## config.mk

```make
export PLATFORM = sky130hd
export DESIGN_NAME = matrix_operand_loader
export DESIGN_NICKNAME = d
export VERILOG_FILES = /design/src/rtl/matrix_pkg.sv /design/src/rtl/matrix_operand_loader.sv
export SDC_FILE = /design/constraint.sdc
export NUM_CORES = 1
export LEC_CHECK = 0
export ABC_AREA = 1
export ABC_CLOCK_PERIOD_IN_PS = 1490
export CORE_ASPECT_RATIO = 0.6
export CORE_UTILIZATION = 49
export DETAILED_ROUTE_END_ITERATION = 10
export PLACE_DENSITY_LB_ADDON = 0.2
export SYNTH_ARGS = -nofsm -noshare
export SYNTH_HDL_FRONTEND = slang
export SYNTH_SLANG_ARGS = --single-unit
export TNS_END_PERCENT = 5
```

## constraint.sdc

```tcl
create_clock -name clock -period 1.49 [get_ports clock]
set_input_delay 0.2235 -clock clock [delete_from_list [all_inputs] [get_ports clock]]
set_output_delay 0.2235 -clock clock [all_outputs]
set_load 0.005 [all_outputs]
```

## src/rtl/matrix_pkg.sv

```systemverilog
// Shared definitions for the matrix operand loader.
//   state_t              : loader FSM states (LOAD, ISSUE, WAIT)
//   DEFAULT_ELEM_W       : default width of one matrix element
//   DEFAULT_MULT_LATENCY : default downstream multiplier latency in cycles
package matrix_pkg;

  localparam int unsigned DEFAULT_ELEM_W       = 4;
  localparam int unsigned DEFAULT_MULT_LATENCY = 11;

  typedef enum logic [1:0] {
    LOAD  = 2'd0,
    ISSUE = 2'd1,
    WAIT  = 2'd2
  } state_t;

endpackage

```

## src/rtl/matrix_operand_loader.sv

```systemverilog
// Collects eight streamed elements into two packed 2x2 operands (A then B),
// fires a one-cycle start pulse to the downstream multiplier and then holds
// the operands stable while the multiply is in flight.
//   clock       : single clock, rising edge
//   reset       : asynchronous, active-low
//   in_valid    : upstream element valid
//   in_data     : one matrix element
//   in_ready    : element accepted this cycle when in_valid is also high
//   flush       : discard a partially loaded operand set (LOAD only)
//   matrix_A    : operand A, first element in the top slot
//   matrix_B    : operand B, first element in the top slot
//   start       : one-cycle launch pulse
//   busy        : multiply issued and still in flight
//   issue_count : number of launches, modulo 256
module matrix_operand_loader
  import matrix_pkg::*;
#(
  parameter int unsigned ELEM_W       = DEFAULT_ELEM_W,
  parameter int unsigned MULT_LATENCY = DEFAULT_MULT_LATENCY
) (
  input  logic                clock,
  input  logic                reset,
  input  logic                in_valid,
  input  logic [ELEM_W-1:0]   in_data,
  output logic                in_ready,
  input  logic                flush,
  output logic [4*ELEM_W-1:0] matrix_A,
  output logic [4*ELEM_W-1:0] matrix_B,
  output logic                start,
  output logic                busy,
  output logic [7:0]          issue_count
);

  localparam int unsigned CNT_W = (MULT_LATENCY < 2) ? 1 : $clog2(MULT_LATENCY + 1);
  localparam logic [CNT_W-1:0] CNT_LOAD = CNT_W'(MULT_LATENCY);

  state_t           state;
  state_t           state_next;
  logic [2:0]       idx;
  logic [CNT_W-1:0] wait_cnt;

  always_ff @(posedge clock or negedge reset) begin
    if (!reset) begin
      state <= LOAD;
    end else begin
      state <= state_next;
    end
  end

  always_comb begin
    state_next = state;
    in_ready   = 1'b0;
    start      = 1'b0;
    busy       = 1'b0;
    unique case (state)
      LOAD: begin
        in_ready = 1'b1;
        // flush beats a simultaneous final element: no launch
        if (in_valid && !flush && (idx == 3'd7)) begin
          state_next = ISSUE;
        end
      end
      ISSUE: begin
        start      = 1'b1;
        busy       = 1'b1;
        state_next = WAIT;
      end
      WAIT: begin
        busy = 1'b1;
        // counter is about to hit zero on this edge
        if (wait_cnt <= CNT_W'(1)) begin
          state_next = LOAD;
        end
      end
      default: state_next = LOAD;
    endcase
  end

  // Elements arrive in slot order, so shifting each one in from the bottom
  // leaves the first element of an operand in the top slot after four
  // accepts; this is equivalent to indexed slot writes for a complete set.
  always_ff @(posedge clock or negedge reset) begin
    if (!reset) begin
      idx         <= '0;
      wait_cnt    <= '0;
      matrix_A    <= '0;
      matrix_B    <= '0;
      issue_count <= '0;
    end else begin
      unique case (state)
        LOAD: begin
          if (flush) begin
            idx <= '0;
          end else if (in_valid) begin
            if (!idx[2]) begin
              matrix_A <= {matrix_A[3*ELEM_W-1:0], in_data};
            end else begin
              matrix_B <= {matrix_B[3*ELEM_W-1:0], in_data};
            end
            idx <= idx + 3'd1; // 7 wraps to 0 as the set completes
          end
        end
        ISSUE: begin
          issue_count <= issue_count + 8'd1;
          wait_cnt    <= CNT_LOAD;
        end
        WAIT: begin
          wait_cnt <= wait_cnt - 1'b1;
        end
        default: ;
      endcase
    end
  end

endmodule
```

==> reports/metrics.cfg, run 1 <==
[timing]
whs_ps = 355
setup_viol = 0
period_share = 0.968
fin_crit_ps = 1440
finalClockSkew_ps = 6.35
slew_headroom = 0.752
fmax_ghz = 0.693
tightestPinTransition_ps = 373
slew_violations = 0
setup_slack_ps = 47.9
finalHoldViolCount = 0
finalSetupTns_ps = 0

[floorplanning]
initial_utilization = 0.527
die_y_microns = 54.3
core_sq_mm = 0.00423
io_pins = 51
rows = 18
dieArea_sq_mm = 0.00483
die_x_microns = 89.1

[power_and_ir_drop]
power_switching_mw = 1.74
total_power_mw = 5.11
internal_power_mw = 3.37
power-per-cell-area_mw_per_mm2 = 1700
combPwrFrac = 0.406
power.leakage_nw = 1.65
p_sw_frac = 0.341
clkPwrFrac = 0.192
seqPwrFrac = 0.401
peakVddDrop_mv = 0.794

[logic_synthesis]
yosys_warnings = 0
synth_top_area_share = 0.550
ys_ff_latch = 49
synth_top_cell_by_area = dfrtp_1
seq_area_frac_synth = 0.550
synthTopCellsByArea = dfrtp_1 (55%), nand2_1 (14%), nand3_1 (6.7%), ha_1 (4.5%), inv_1 (3.2%)
syn_nets = 253
synthesis.area_sq_mm = 0.00223
synthDistinctLibCells = 25
avgSynthCellArea_sq_um = 9.41
syn_inst = 237

[final_layout]
n_antenna_cell = 0
mostFrequentLayoutCells = nand2_1 (82), dfrtp_1 (49), clkdlybuf4s50_1 (37), nand3_1 (30), inv_1 (17)
drive_above_1_share = 0.161
fillers = 357
final_cells = 359
syn_to_final_growth_pct = 34.8
layout.nets = 314
mostFrequentLayoutCell = nand2_1

[place]
dp_slack_ps = 29.3
finalWeightedCongestion = 0.726
port_buffers = 50
place_hpwl_microns = 3150
dp.cells = 346

[route]
route.detailed.drc = 0
routed_via_density = 4.90
post_drt_wl_per_cell_microns = 13.0
wirelength_microns = 4660
drtPass1Iterations = 4
routed-via-count = 1760
ant_nets = 0
dr.first_iter.drc_count = 81

[worst_setup_path]
crit_family = buffers and inverters
start_kind = flip-flop
worstPathMaxFanout = 3
crit_slowest_cell = clkdlybuf4s50_1
cpPeakStageDelay_ps = 530
worstPathCellList = clkdlybuf4s50_1
cp.required_ps = 1270
cp-end-kind = output pin
worstSetupPathType = flip-flop to output pin
arrival_ps = 1220
crit_buf_inv = 1

[clock_tree]
cts_buffer_depth = 2
cts_buffers = 5
worst_skew_pair.late_latency_ps = 300
cts_tree = done
cts-root-buf = clkbuf_8
cts_sinks = 49
path_clk_slew_ps = 90
htreeDepth = 2

[grt]
grt-ovfl-total = 0
antenna_found_initial = 0
first_global_vias = 1568
grt_max_degree = 36
grt_pass1_wl_microns = 7460
grt_use_total = 0.215

[run]
cap_viol_max_count = 0

[status]
outcome = finished clean

[hold_path]
hold_class = input pin to asynchronous set/reset pin

## repair_timing
item	CTS	global route
buffers inserted	3	1
hold buffers	1	0
resized for setup	13	14
setup endpoints to repair	4	16
endpoints found under the hold margin	14	0
## state kept, by name, indices dropped and copies added, names as in the netlist
name,count
idx,3
issue_count,8
matrix_A,16
matrix_B,16
state,2
wait_cnt,4
## cell usage after synthesis
library cell and n:
ha_1 8, nand2_1 82, o21bai_1 1, o21ai_0 1, dfrtp_1 49, nand2_4 2
inv_1 19, nand4_1 2, nand2_2 5, nor3b_1 1, o31ai_1 1, nand3b_1 2
inv_2 3, buf_6 5, nor2_1 6, a21oi_1 1, o21ai_2 8, xor2_1 3
nand3_1 30, mux2_2 1, xnor2_1 2, buf_2 2, nor2_8 1, buf_4 1
a22oi_1 1
## cells by family after synthesis
family / Yosys count / synth area share
multiplexers: 1 / 0.00505
AO/OA/AOI/OAI: 13 / 0.0460
buffers and inverters: 30 / 0.0701
adder cells (fa/ha/maj): 8 / 0.0449
XOR/XNOR: 5 / 0.0196
flip-flops: 49 / 0.550
AND/OR/NAND/NOR: 131 / 0.264
## power by group through the flow
stage / sequential [mW] / combinational [mW] / clock (mW)
5_1_grt: 2.11 / 2.29 / 1.06
3_5_place_dp: 2.08 / 1.91 / 0
2_1_floorplan: 2.05 / 0.907 / 0
4_1_cts: 2.06 / 2.03 / 1.01
6_report: 2.05 / 2.08 / 0.983
3_3_place_gp: 2.07 / 1.86 / 0
## worst paths after layout
| path | startpoint | end | slack (ps) | cells after the start |
|---|---|---|---|---|
| setup / recovery | issue_count[4]$_DFFE_PN0P_ | issue_count[4] | 50 | 1 |
| setup reg to reg | state[1]$_DFFE_PN0P_ | issue_count[5]$_DFFE_PN0P_ | 100 | 8 |
| hold / removal | reset | matrix_B[13]$_DFFE_PN0P_ | 350 | 2 |
| max in group asynchronous | reset | issue_count[3]$_DFFE_PN0P_ | 640 | 3 |
| hold reg to reg | matrix_A[15]$_DFFE_PN0P_ | matrix_A[15]$_DFFE_PN0P_ | 480 | 2 |
| min in group clock | matrix_A[15]$_DFFE_PN0P_ | matrix_A[15]$_DFFE_PN0P_ | 480 | 2 |
## cell type report
type                            count  area, sq um  share of cell area
Timing Repair Buffer               62          613               0.204
Tap cell                           60         75.1              0.0250
Clock inverter                      2         37.5              0.0125
Sequential cell                    49         1230               0.408
Multi-Input combinational cell    158          890               0.296
Clock buffer                        6         82.6              0.0275
Inverter                           22         82.6              0.0275
## per-layer routing
layer  vias up  global-route usage  share of wire
met5         -                   0              0
met4         0              0.0952          0.020
met3         8              0.0573          0.062
met2        50               0.322           0.45
met1       831               0.297           0.47
li1        871                   -              -
## per-stage QoR
step | area (sq um) | utilization
3_3_place_gp | 2790 | 0.659
2_1_floorplan | 2230 | -
3_5_place_dp | 2790 | 0.659
4_1_cts | 2970 | 0.701
6_report | 3010 | 0.710
5_1_grt | 3010 | 0.710
(Power assumes the default switching activity.)
==> run 2, diff against run 1 <==
--- a/config.mk
+++ b/config.mk
@@ -11,6 +11,7 @@
 export CORE_UTILIZATION = 49
 export DETAILED_ROUTE_END_ITERATION = 10
 export PLACE_DENSITY_LB_ADDON = 0.2
+export SLEW_MARGIN = 0
 export SYNTH_ARGS = -nofsm -noshare
 export SYNTH_HDL_FRONTEND = slang
 export SYNTH_SLANG_ARGS = --single-unit
==> results of run 2 <==
The final DEF is identical to that of run 1; final timing and power are the same.
